File: src/rtl/mult_pkg.sv
// Shared types and helpers for the shared-multiplier arbiter.
package mult_pkg;

  typedef enum logic [1:0] {
    RUN   = 2'd0,
    DRAIN = 2'd1,
    IDLE  = 2'd2
  } state_t;

  // Tag id field is sized for the largest supported requester count;
  // instances use the low ID_W bits.
  localparam int TAG_ID_W = 8;

  typedef struct packed {
    logic                valid;
    logic [TAG_ID_W-1:0] id;
  } tag_t;

  function automatic int mult_latency(input int width);
    return width + 1;
  endfunction

endpackage

File: src/rtl/mult_rr_arbiter.sv
// Round-robin grant among NUM_REQ requesters. The search starts one past
// the last granted index; the pointer only moves when a grant fires.
module mult_rr_arbiter #(
  parameter int NUM_REQ = 3,
  parameter int ID_W    = $clog2(NUM_REQ)
) (
  input  logic               i_clk,
  input  logic               i_rst,
  input  logic [NUM_REQ-1:0] i_req_valid,
  input  logic               i_en,
  output logic [NUM_REQ-1:0] o_grant,
  output logic [ID_W-1:0]    o_grant_id,
  output logic               o_fired
);

  logic [ID_W-1:0]    r_ptr;
  logic [NUM_REQ-1:0] w_cand;
  logic [ID_W-1:0]    w_cand_id;
  logic               w_any;

  function automatic int wrap_idx(input int p, input int off);
    return (p + off) % NUM_REQ;
  endfunction

  // First valid requester after the pointer, wrapping.
  always_comb begin
    w_cand    = '0;
    w_cand_id = '0;
    w_any     = 1'b0;
    for (int off = 1; off <= NUM_REQ; off++) begin
      if (!w_any && i_req_valid[wrap_idx(int'(r_ptr), off)]) begin
        w_any = 1'b1;
        w_cand[wrap_idx(int'(r_ptr), off)] = 1'b1;
        w_cand_id = ID_W'(wrap_idx(int'(r_ptr), off));
      end
    end
  end

  assign o_fired    = i_en && w_any;
  assign o_grant    = i_en ? w_cand : '0;
  assign o_grant_id = w_cand_id;

  // Pointer follows the granted index; reset value gives requester 0 first.
  always_ff @(posedge i_clk) begin
    if (i_rst) begin
      r_ptr <= ID_W'(NUM_REQ - 1);
    end else if (o_fired) begin
      r_ptr <= w_cand_id;
    end
  end

endmodule

File: src/rtl/multiplier.sv
// Pipelined unsigned shift-add array multiplier, latency width+1, no stall.
// Data registers are deliberately not reset.
module multiplier #(
  parameter int width = 4
) (
  input  logic               clk,
  input  logic [width-1:0]   a,
  input  logic [width-1:0]   b,
  output logic [2*width-1:0] y
);

  logic [width-1:0]   r_a   [width];
  logic [width-1:0]   r_b   [width];
  logic [2*width-1:0] r_acc [width+1];

  // Input capture then one partial product accumulated per stage.
  always_ff @(posedge clk) begin
    r_a[0]   <= a;
    r_b[0]   <= b;
    r_acc[0] <= '0;
    for (int j = 1; j < width; j++) begin
      r_a[j] <= r_a[j-1];
      r_b[j] <= r_b[j-1];
    end
    for (int j = 1; j <= width; j++) begin
      r_acc[j] <= r_acc[j-1] +
                  (r_b[j-1][j-1] ? ({{width{1'b0}}, r_a[j-1]} << (j-1)) : '0);
    end
  end

  assign y = r_acc[width];

endmodule

File: src/rtl/mult_share_arbiter.sv
// Shares one pipelined multiplier among NUM_REQ requesters with round-robin
// issue, a tag pipeline returning the issuing requester id with each product,
// and a drain sequence to quiesce the pipeline.
// Optional statistics outputs: define MULT_SHARE_ARBITER_STATS_EN.
//
// state | meaning
// RUN   | normal round-robin grants
// DRAIN | grants blocked, waiting for in-flight ops to return
// IDLE  | pipeline empty, grants blocked until drain_req drops
module mult_share_arbiter
  import mult_pkg::*;
#(
  parameter int WIDTH   = 4,
  parameter int NUM_REQ = 3,
  parameter int ID_W    = $clog2(NUM_REQ)
) (
  input  logic                     clk,
  input  logic                     rst,
  input  logic [NUM_REQ-1:0]       req_valid,
  input  logic [NUM_REQ*WIDTH-1:0] req_a,
  input  logic [NUM_REQ*WIDTH-1:0] req_b,
  output logic [NUM_REQ-1:0]       req_ready,
  input  logic                     drain_req,
  output logic                     drain_done,
  output logic                     res_valid,
  output logic [ID_W-1:0]          res_id,
  output logic [2*WIDTH-1:0]       res_y,
  output logic                     busy
`ifdef MULT_SHARE_ARBITER_STATS_EN
  ,
  output logic [NUM_REQ*16-1:0]    stat_grants,
  output logic [15:0]              stat_idle
`endif
);

  localparam int LAT   = mult_latency(WIDTH);
  localparam int CNT_W = $clog2(LAT + 1);

  state_t             r_state;
  state_t             w_state_nxt;
  logic               w_grant_en;
  logic               w_drain_fin;
  logic               w_fired;
  logic [NUM_REQ-1:0] w_grant;
  logic [ID_W-1:0]    w_grant_id;
  logic [WIDTH-1:0]   w_mul_a;
  logic [WIDTH-1:0]   w_mul_b;
  logic [2*WIDTH-1:0] w_mul_y;
  tag_t               r_tag [LAT];
  logic [CNT_W-1:0]   r_count;
  logic               r_drain_done;
  logic               w_unused_id;

  // FSM state register.
  always_ff @(posedge clk) begin
    if (rst) begin
      r_state <= RUN;
    end else begin
      r_state <= w_state_nxt;
    end
  end

  // Next state and grant enable; drain_req blocks grants in the same cycle.
  always_comb begin
    w_state_nxt = r_state;
    w_grant_en  = 1'b0;
    w_drain_fin = 1'b0;
    unique case (r_state)
      RUN: begin
        if (drain_req) begin
          w_state_nxt = DRAIN;
        end else begin
          w_grant_en = 1'b1;
        end
      end
      DRAIN: begin
        if (r_count == '0) begin
          w_state_nxt = IDLE;
          w_drain_fin = 1'b1;
        end
      end
      IDLE: begin
        if (!drain_req) begin
          w_state_nxt = RUN;
        end
      end
      default: w_state_nxt = RUN;
    endcase
  end

  mult_rr_arbiter #(
    .NUM_REQ (NUM_REQ),
    .ID_W    (ID_W)
  ) u_rr (
    .i_clk       (clk),
    .i_rst       (rst),
    .i_req_valid (req_valid),
    .i_en        (w_grant_en),
    .o_grant     (w_grant),
    .o_grant_id  (w_grant_id),
    .o_fired     (w_fired)
  );

  assign req_ready = w_grant;

  // Granted requester's operands go straight into the multiplier.
  always_comb begin
    w_mul_a = req_a[int'(w_grant_id)*WIDTH +: WIDTH];
    w_mul_b = req_b[int'(w_grant_id)*WIDTH +: WIDTH];
  end

  multiplier #(
    .width (WIDTH)
  ) u_mult (
    .clk (clk),
    .a   (w_mul_a),
    .b   (w_mul_b),
    .y   (w_mul_y)
  );

  // Tag pipeline runs in lockstep with the multiplier stages.
  always_ff @(posedge clk) begin
    if (rst) begin
      for (int i = 0; i < LAT; i++) begin
        r_tag[i] <= '0;
      end
    end else begin
      r_tag[0].valid <= w_fired;
      r_tag[0].id    <= TAG_ID_W'(w_grant_id);
      for (int i = 1; i < LAT; i++) begin
        r_tag[i] <= r_tag[i-1];
      end
    end
  end

  assign res_valid   = r_tag[LAT-1].valid;
  assign res_id      = r_tag[LAT-1].id[ID_W-1:0];
  assign res_y       = w_mul_y;
  assign w_unused_id = ^r_tag[LAT-1].id;

  // In-flight counter: +1 on issue, -1 on result.
  always_ff @(posedge clk) begin
    if (rst) begin
      r_count <= '0;
    end else if (w_fired && !res_valid) begin
      r_count <= r_count + 1'b1;
    end else if (!w_fired && res_valid) begin
      r_count <= r_count - 1'b1;
    end
  end

  assign busy = (r_count != '0);

  // drain_done pulses in the first IDLE cycle.
  always_ff @(posedge clk) begin
    if (rst) begin
      r_drain_done <= 1'b0;
    end else begin
      r_drain_done <= w_drain_fin;
    end
  end

  assign drain_done = r_drain_done;

`ifdef MULT_SHARE_ARBITER_STATS_EN
  logic [15:0] r_stat_grants [NUM_REQ];
  logic [15:0] r_stat_idle;

  // Saturating per-requester grant counts and idle-RUN cycle count.
  always_ff @(posedge clk) begin
    if (rst) begin
      for (int i = 0; i < NUM_REQ; i++) begin
        r_stat_grants[i] <= '0;
      end
      r_stat_idle <= '0;
    end else begin
      for (int i = 0; i < NUM_REQ; i++) begin
        if (w_grant[i] && r_stat_grants[i] != 16'hFFFF) begin
          r_stat_grants[i] <= r_stat_grants[i] + 16'd1;
        end
      end
      if (r_state == RUN && !w_fired && r_stat_idle != 16'hFFFF) begin
        r_stat_idle <= r_stat_idle + 16'd1;
      end
    end
  end

  // Flatten grant counters onto the output bus.
  always_comb begin
    stat_grants = '0;
    for (int i = 0; i < NUM_REQ; i++) begin
      stat_grants[i*16 +: 16] = r_stat_grants[i];
    end
  end

  assign stat_idle = r_stat_idle;
`endif

endmodule
File: config.mk
export PLATFORM = sky130hd
export DESIGN_NAME = mult_share_arbiter
export DESIGN_NICKNAME = d
export VERILOG_FILES = /design/src/rtl/mult_pkg.sv /design/src/rtl/mult_rr_arbiter.sv /design/src/rtl/multiplier.sv /design/src/rtl/mult_share_arbiter.sv
export SDC_FILE = /design/constraint.sdc
export NUM_CORES = 1
export LEC_CHECK = 0
export ABC_AREA = 1
export BUFFER_PORTS_ARGS = -buffer_cell sky130_fd_sc_hd__buf_2
export CORE_ASPECT_RATIO = 0.6
export CORE_MARGIN = 1.5
export CORE_UTILIZATION = 50
export CTS_CLUSTER_SIZE = 40
export DETAILED_ROUTE_END_ITERATION = 7
export GPL_ROUTABILITY_DRIVEN = 1
export GPL_TIMING_DRIVEN = 0
export PLACE_DENSITY = 0.76
export SLEW_MARGIN = 20
export SYNTH_ARGS = -nofsm -noshare
export SYNTH_HDL_FRONTEND = slang
export SYNTH_SLANG_ARGS = --single-unit
File: constraint.sdc
create_clock -name clk -period 4.3 [get_ports clk]
set_clock_uncertainty 0.2 [all_clocks]
set_input_delay 0.215 -clock clk [delete_from_list [all_inputs] [get_ports clk]]
set_output_delay 0.215 -clock clk [all_outputs]
set_load 0.05 [all_outputs]
== Word-level counts from Yosys, hierarchy flattened ==
Memories as Yosys holds them, arrays and structs flattened.
Cells that the tools add are included.

* Magnitude comparators: 6
* Shift-type cells: 2
* Equality and inequality tests: 5
* Muxes and demuxes: 47
* Bitwise operators: 9
* Reduce and logical (&&, ||, !) cells: 18
* Add/sub/neg operators: 9
* Divide/modulo/power cells: 3

{| class="wikitable"
|+ Operators by type and width
! cell !! number
|-
| >= comparator 32 x 1 -> 1 bit (second input constant) || 3
|-
| less-than comparator 32 x 4 -> 1 bit (second input constant) || 3
|-
| remainder unit 32 x 3 -> 32 bit (second input constant) || 3
|-
| two-way mux 9 bit || 4
|-
| indexed part select 12 x 5 -> 4 bit || 2
|-
| two-way mux 1 bit || 19
|-
| two-way mux 3 bit || 6
|-
| adder 8 bit || 2
|-
| two-way mux 2 bit || 6
|-
| adder 8 x 6 -> 8 bit || 1
|-
| adder 8 x 7 -> 8 bit || 1
|-
| logical AND 1 bit || 8
|-
| two-way mux 8 bit || 1
|-
| two-way mux 7 bit || 1
|-
| adder 2 x 2 -> 3 bit (second input constant) || 2
|-
| binary-select mux 1 bit (select 2 bit) || 3
|-
| demux 1 bit (select 2 bit) || 3
|-
| two-way mux 6 bit || 1
|-
| != test 2 bit (second input constant) || 3
|-
| bitwise OR 1 bit || 6
|-
| bitwise OR 3 bit || 2
|-
| one-hot mux 2 bit (3 select lines) || 1
|-
| two-way mux 5 bit || 1
|-
| zero test 1 bit || 4
|-
| other kinds (13) || 13
|}

* Input bits: 30
* Memory bits (writable): 117
* Memories: 4
* Bits in registers: 8
* Logic and storage cells: 107
* Output and inout bits: 16

{| class="wikitable"
|+ Memories
! memory !! depth !! bits a word !! rd ports !! clocked after memory_dff !! write ports !! RTL line !! text
|-
| r_tag || 5 || 9 || 5 || 0 || 5 || mult_share_arbiter.sv:49 || <nowiki>tag_t r_tag [LAT];</nowiki>
|-
| u_mult.r_acc || 5 || 8 || 5 || 0 || 5 || multiplier.sv:14 || <nowiki>logic [2*width-1:0] r_acc [width+1];</nowiki>
|-
| u_mult.r_a || 4 || 4 || 4 || 0 || 4 || multiplier.sv:12 || <nowiki>logic [width-1:0] r_a [width];</nowiki>
|-
| u_mult.r_b || 4 || 4 || 4 || 0 || 4 || multiplier.sv:13 || <nowiki>logic [width-1:0] r_b [width];</nowiki>
|}

== Depth between registers and ports, before layout ==
* Depth after elaboration: 17
* Gate-level depth with buffers: 16
* Mapped depth without buffers: 16

== Cells and area by module ==
From an unflattened synthesis, not the netlist that was laid out.

* Cell total of the unflattened synthesis: 340
* Area total of the unflattened synthesis: 2922.8 um^2

{| class="wikitable"
|+ Modules (own cells, without submodules)
! module !! times used !! sequential area each (um^2) !! area each (um^2) !! cells each
|-
| multiplier || 1 || 1021.0 || 1580.3 || 143
|-
| mult_share_arbiter || 1 || 420.4 || 907.1 || 124
|-
| mult_rr_arbiter || 1 || 40.0 || 435.4 || 73
|}

== Worst setup path after synthesis ==
No wires, ideal clock.

* Path type: reg2reg
* Start point: register u_rr.r_ptr[0]
* End point: register r_count[2]
* Period minus slack after synthesis: 2.624 ns
* Arrival: 2.302 ns
* Data required time: 3.978 ns
* Stages on the path, launching flop included: 15
* Setup slack: 1.676 ns
* Path buffers: 0
* Library setup time: 0.122 ns
* Cell sequence: dfxtp_1 > inv_1 > ha_1 > o21ai_1 > nand2_4 > nand2_1 > o21ai_2 > inv_1 > ha_1 > inv_1 > fa_1 > a21oi_1 > o21ai_0 > o21ai_0 > a21oi_1

* Longest elaborated chain between the ends: 16
* Elaborated cells between the ends (all ways): 28
* Classes of those cells: 3 x add/sub; 3 x div; 13 x mux; 9 x reduce/logical

{| class="wikitable"
|+ RTL lines
! item !! RTL line !! text
|-
| start, declared || mult_rr_arbiter.sv:16 || <nowiki>logic [ID_W-1:0] r_ptr;</nowiki>
|-
| start signal, assigned || mult_rr_arbiter.sv:46 || <nowiki>r_ptr <= ID_W'(NUM_REQ - 1);</nowiki>
|-
| start signal, assigned || mult_rr_arbiter.sv:48 || <nowiki>r_ptr <= w_cand_id;</nowiki>
|-
| adder 2 x 1 -> 3 bit || mult_rr_arbiter.sv:22 || <nowiki>return (p + off) % NUM_REQ;</nowiki>
|-
| remainder unit 32 x 3 -> 32 bit || mult_rr_arbiter.sv:22 ||
|-
| binary-select mux 1 bit (select 2 bit) || mult_rr_arbiter.sv:31 || <nowiki>if (!w_any && i_req_valid[wrap_idx(int'(r_ptr), off)]) begin</nowiki>
|-
| two-way mux 1 bit (not written as such) (2 in series) || mult_rr_arbiter.sv:31 ||
|-
| two-way mux 1 bit || mult_rr_arbiter.sv:31 ||
|-
| zero test 1 bit || mult_rr_arbiter.sv:31 ||
|-
| logical AND 1 bit || mult_rr_arbiter.sv:31 ||
|-
| two-way mux 1 bit || mult_rr_arbiter.sv:31 ||
|-
| zero test 1 bit || mult_rr_arbiter.sv:31 ||
|-
| logical AND 1 bit || mult_rr_arbiter.sv:31 ||
|-
| two-way mux 1 bit * || mult_rr_arbiter.sv:31 ||
|-
| logical AND 1 bit * || mult_rr_arbiter.sv:39 || <nowiki>assign o_fired = i_en && w_any;</nowiki>
|-
| net u_rr.o_fired || mult_rr_arbiter.sv:13 || <nowiki>output logic o_fired</nowiki>
|-
| zero test 1 bit || mult_share_arbiter.sv:147 || <nowiki>end else if (!w_fired && res_valid) begin</nowiki>
|-
| logical AND 1 bit || mult_share_arbiter.sv:147 ||
|-
| nonzero test 2 bit (no source line) || n/a ||
|-
| end signal, assigned || mult_share_arbiter.sv:146 || <nowiki>r_count <= r_count + 1'b1;</nowiki>
|-
| end signal, assigned || mult_share_arbiter.sv:148 || <nowiki>r_count <= r_count - 1'b1;</nowiki>
|-
| end, declared || mult_share_arbiter.sv:50 || <nowiki>logic [CNT_W-1:0] r_count;</nowiki>
|}

The timed path passes the listed nets; every way through them passes the cells marked *. The select of a mux whose other input is x is not followed.
A chain may end at the register's enable or synchronous reset.

== Final worst setup path ==
Same ends and word-level chain as after synthesis.

==> summary.md <==
| Metric | Value |
|---|---|
| Pin count of the biggest net entering global routing | 12 |
| Number of library cell types mapped by synthesis | 26 |
| Clock latency reported for the late side of the worst-skew pair | 330 ps |
| Clk slew on worst S/H paths | 70 ps |
| Initial antenna violation count | 0 |
| Via count | 2179 |
| Area growth from synthesis to layout | 23.60% |
| Leading cell types in the layout, fill and taps excluded | dfxtp_1 (74), inv_1 (73), nand2_1 (60) |
| Status | complete, no violations |
| Pwr Density | 859.7 nW/um^2 |
| Worst setup path category | reg2reg |
| DRC viols | 0 |
| Worst setup slack after layout | 1411 ps |
| Combinational cell fraction of total power | 47.6% |
| Leading cell type in the layout, fill and taps excluded | dfxtp_1 |
| RePlAce Congestion | 0.8361 |
| CP startpoint kind | register |
| Pins over their slew limit | 0 |
| Final-stage net count | 454 |
| Cell area after technology mapping | 2858 sq um |
| Number of antenna diodes | 0 |
| Top cell type's share of synthesized area | 51.84% |
| Number of cells on the worst reg-to-reg path | 14 |
| P_sw | 1.232 mW |
| Routed via count divided by cell count | 4.456 |
| Total count of hold-check failures in the final report | 0 |
| Storage cell area | 1481 sq um |
| Count of yosys warnings during synthesis | 0 |
| Setup bufs post-CTS | 0 |
| Antenna-violating nets left | 0 |
| Crit. End Element | register |
| Maximum ir drop on the vdd rail | 0.0004057 V |
| Cell type with the highest aggregate area in the netlist | dfxtp_1 |
| CTS root buffer | clkbuf_8 |
| Top post-synthesis cells by area | dfxtp_1 (52%), inv_1 (9.6%), nand2_1 (7.9%), ha_1 (7.0%), nand3_1 (5.6%) |
| Final setup fails | 0 |
| CTS Hold Buffers Added | 17 |
| Leak Pwr | 1.862 nW |
| Data arrival at the endpoint of the critical path | 2910 ps |
| Fraction of power spent switching nets | 40.57% |
| Worst slew margin relative to its limit | 68.82% |
| Proportion of power drawn by flip-flops and latches | 36.6% |
| Core box area | 5544 sq um |
| Maximum achievable frequency | 346.1 MHz |
| Share of post-route cells with drive strength above 1 | 19.07% |
| Vias in the first global route | 2002 |
| TritonCTS Sinks | 74 |
| Number of instances on the worst hold path | 2 |
| Number of nets in the synthesized netlist | 382 |
| Cell internal pwr | 1.804 mW |
| Die Span Y | 61.56 um |
| Starting DRT DRC Count | 80 |
| Die X | 100.6 um |
| Ratio of final minimum period to clock period | 67.20% |
| Total of fill cells in the finished design | 467 |
| RSZ-0062 raised after global routing | no |
| Drt first pass iters | 4 |
| Die area | 6193 sq um |
| Overall global routing resource usage | 18.14% |
| Share of power burned in the clock network | 15.8% |
| Post-synthesis average cell area | 8.608 sq um |
| Class of the tightest hold or removal check | in2reg |
| Residual overflow from global routing | 0 |
| Placement Setup Slack | 1425 ps |
| Flip-flop and latch count after synthesis | 74 |
| Crit path required time | 4320 ps |
| Max cap viols | 0 |
| Setup_tns | 0 ps |
| Standard-cell rows | 21 |
| Starting utilization of the core area | 51.55% |
| Proportion of synthesized chip area in sequential cells | 51.84% |
| Sum of internal, switching and leakage power | 3.036 mW |
| Least-Margin Pin Slew | 467.7 ps |
| Fin crit period | 2889 ps |
| Io pins | 46 |
| Detail Placement HPWL | 3482 um |
| Area taken by multi-input logic gates | 1054 sq um |
| Synthesized instance count | 332 |
| Clock Tree Buf Depth | 2 |
| CTS H-Tree Depth | 3 |
| Maximum fanout along the worst path | 8 |
| Number of buffers inserted by port buffering | 44 |
| Overall routed net length | 4662 um |
| Number of buffers added by the clock tree synthesis step | 9 |
| Mean routed wirelength per cell | 9.534 um |
| TritonCTS clock tree | done |
| Count of cells resized by post-cts repair | 0 |
| First-pass GRT wire length | 8335 um |
## Yosys cell counts
library cell / instances
dfxtp_1: 74
inv_1: 73
nand2_1: 60
nand3_1: 32
nor2_1: 20
ha_1: 16
a21oi_1: 11
o21ai_0: 6
fa_1: 4
inv_2: 4
nand2_2: 4
xnor2_1: 4
nand2_4: 3
o22ai_1: 3
xor2_1: 3
buf_4: 2
clkbuf_1: 2
nor2_2: 2
o21ai_2: 2
a21oi_2: 1
buf_6: 1
nand3_2: 1
nand4_4: 1
nor3_1: 1
o21ai_1: 1
o32ai_1: 1
## stage by stage
step / area, sq um / std cells / hold WS [ps] / util (%)
after global routing: 3532 / 489 / 79.64 / 63.71
after global placement: 3178 / 456 / 111.9 / 57.32
final: 3532 / 489 / 76.59 / 63.71
after CTS: 3532 / 489 / 60.26 / 63.71
after detailed placement: 3178 / 456 / 113.2 / 57.32
after floorplan: 2858 / 332 / 109.6 / -
## logic make-up after synthesis
logic type	count (synthesis)	synth area share, %
buffers and inverters	82	11.30
adder cells (fa/ha/maj)	20	9.807
AO/OA/AOI/OAI	25	5.035
flip-flops	74	51.84
XOR/XNOR	7	2.145
AND/OR/NAND/NOR	124	19.88
## worst max-delay path: stages (launching register included)
cell and delay (ps):
dfxtp_1 410, inv_1 90, ha_1 410, o21ai_1 250, nand2_4 120, nand2_1 90
o21ai_2 90, inv_1 80, ha_1 130, inv_1 60, fa_1 370, a21oi_1 140
o21ai_0 110, o21ai_0 160, a21oi_1 50
## power by group through the flow
stage                     Clock, mW  Combinational (mW)  Sequential [mW]
final                         0.481                1.44             1.11
after global routing          0.535                1.65             1.15
after CTS                     0.498                1.44             1.11
after detailed placement          0                1.29             1.13
after global placement            0                1.25             1.12
after floorplan                   0               0.911             1.23
## state kept, by name, indices dropped and copies added (netlist names)
name          cells
u_rr.r_ptr        2
u_mult.r_b       10
u_mult.r_a       16
r_state           2
u_mult.r_acc     25
drain_done        1
r_count           3
r_tag            15
## final timing paths
path,end,startpoint,slack (ps)
setup / recovery,r_count[2]$_SDFFE_PP0P_,u_rr.r_ptr[0]$_SDFFE_PP0P_,1410
hold / removal,r_tag[0][44]$_SDFF_PP0_,rst,80
setup reg to reg,r_count[2]$_SDFFE_PP0P_,u_rr.r_ptr[0]$_SDFFE_PP0P_,1410
hold reg to reg,u_mult.r_b[3][3]$_DFF_P_,u_mult.r_b[2][3]$_DFF_P_,130
## final cells by class
| type | instances | area share (%) |
|---|---|---|
| Tap cell | 80 | 2.834 |
| Inverter | 77 | 8.183 |
| Multi-Input combinational cell | 176 | 29.83 |
| Timing Repair Buffer | 61 | 11.05 |
| Clock inverter | 1 | 0.2125 |
| Clock buffer | 15 | 4.995 |
| Buffer | 5 | 0.9564 |
| Sequential cell | 74 | 41.94 |
## metal layers
layer  up-vias  GRT usage, %  share of wire, %
li1       1151             -                 -
met1       960         21.69                48
met2        64         29.73                43
met3         4         8.059               7.6
met4         0         6.439              0.92
met5         -             0                 0
No activity file was read; power rests on OpenSTA's default activity.
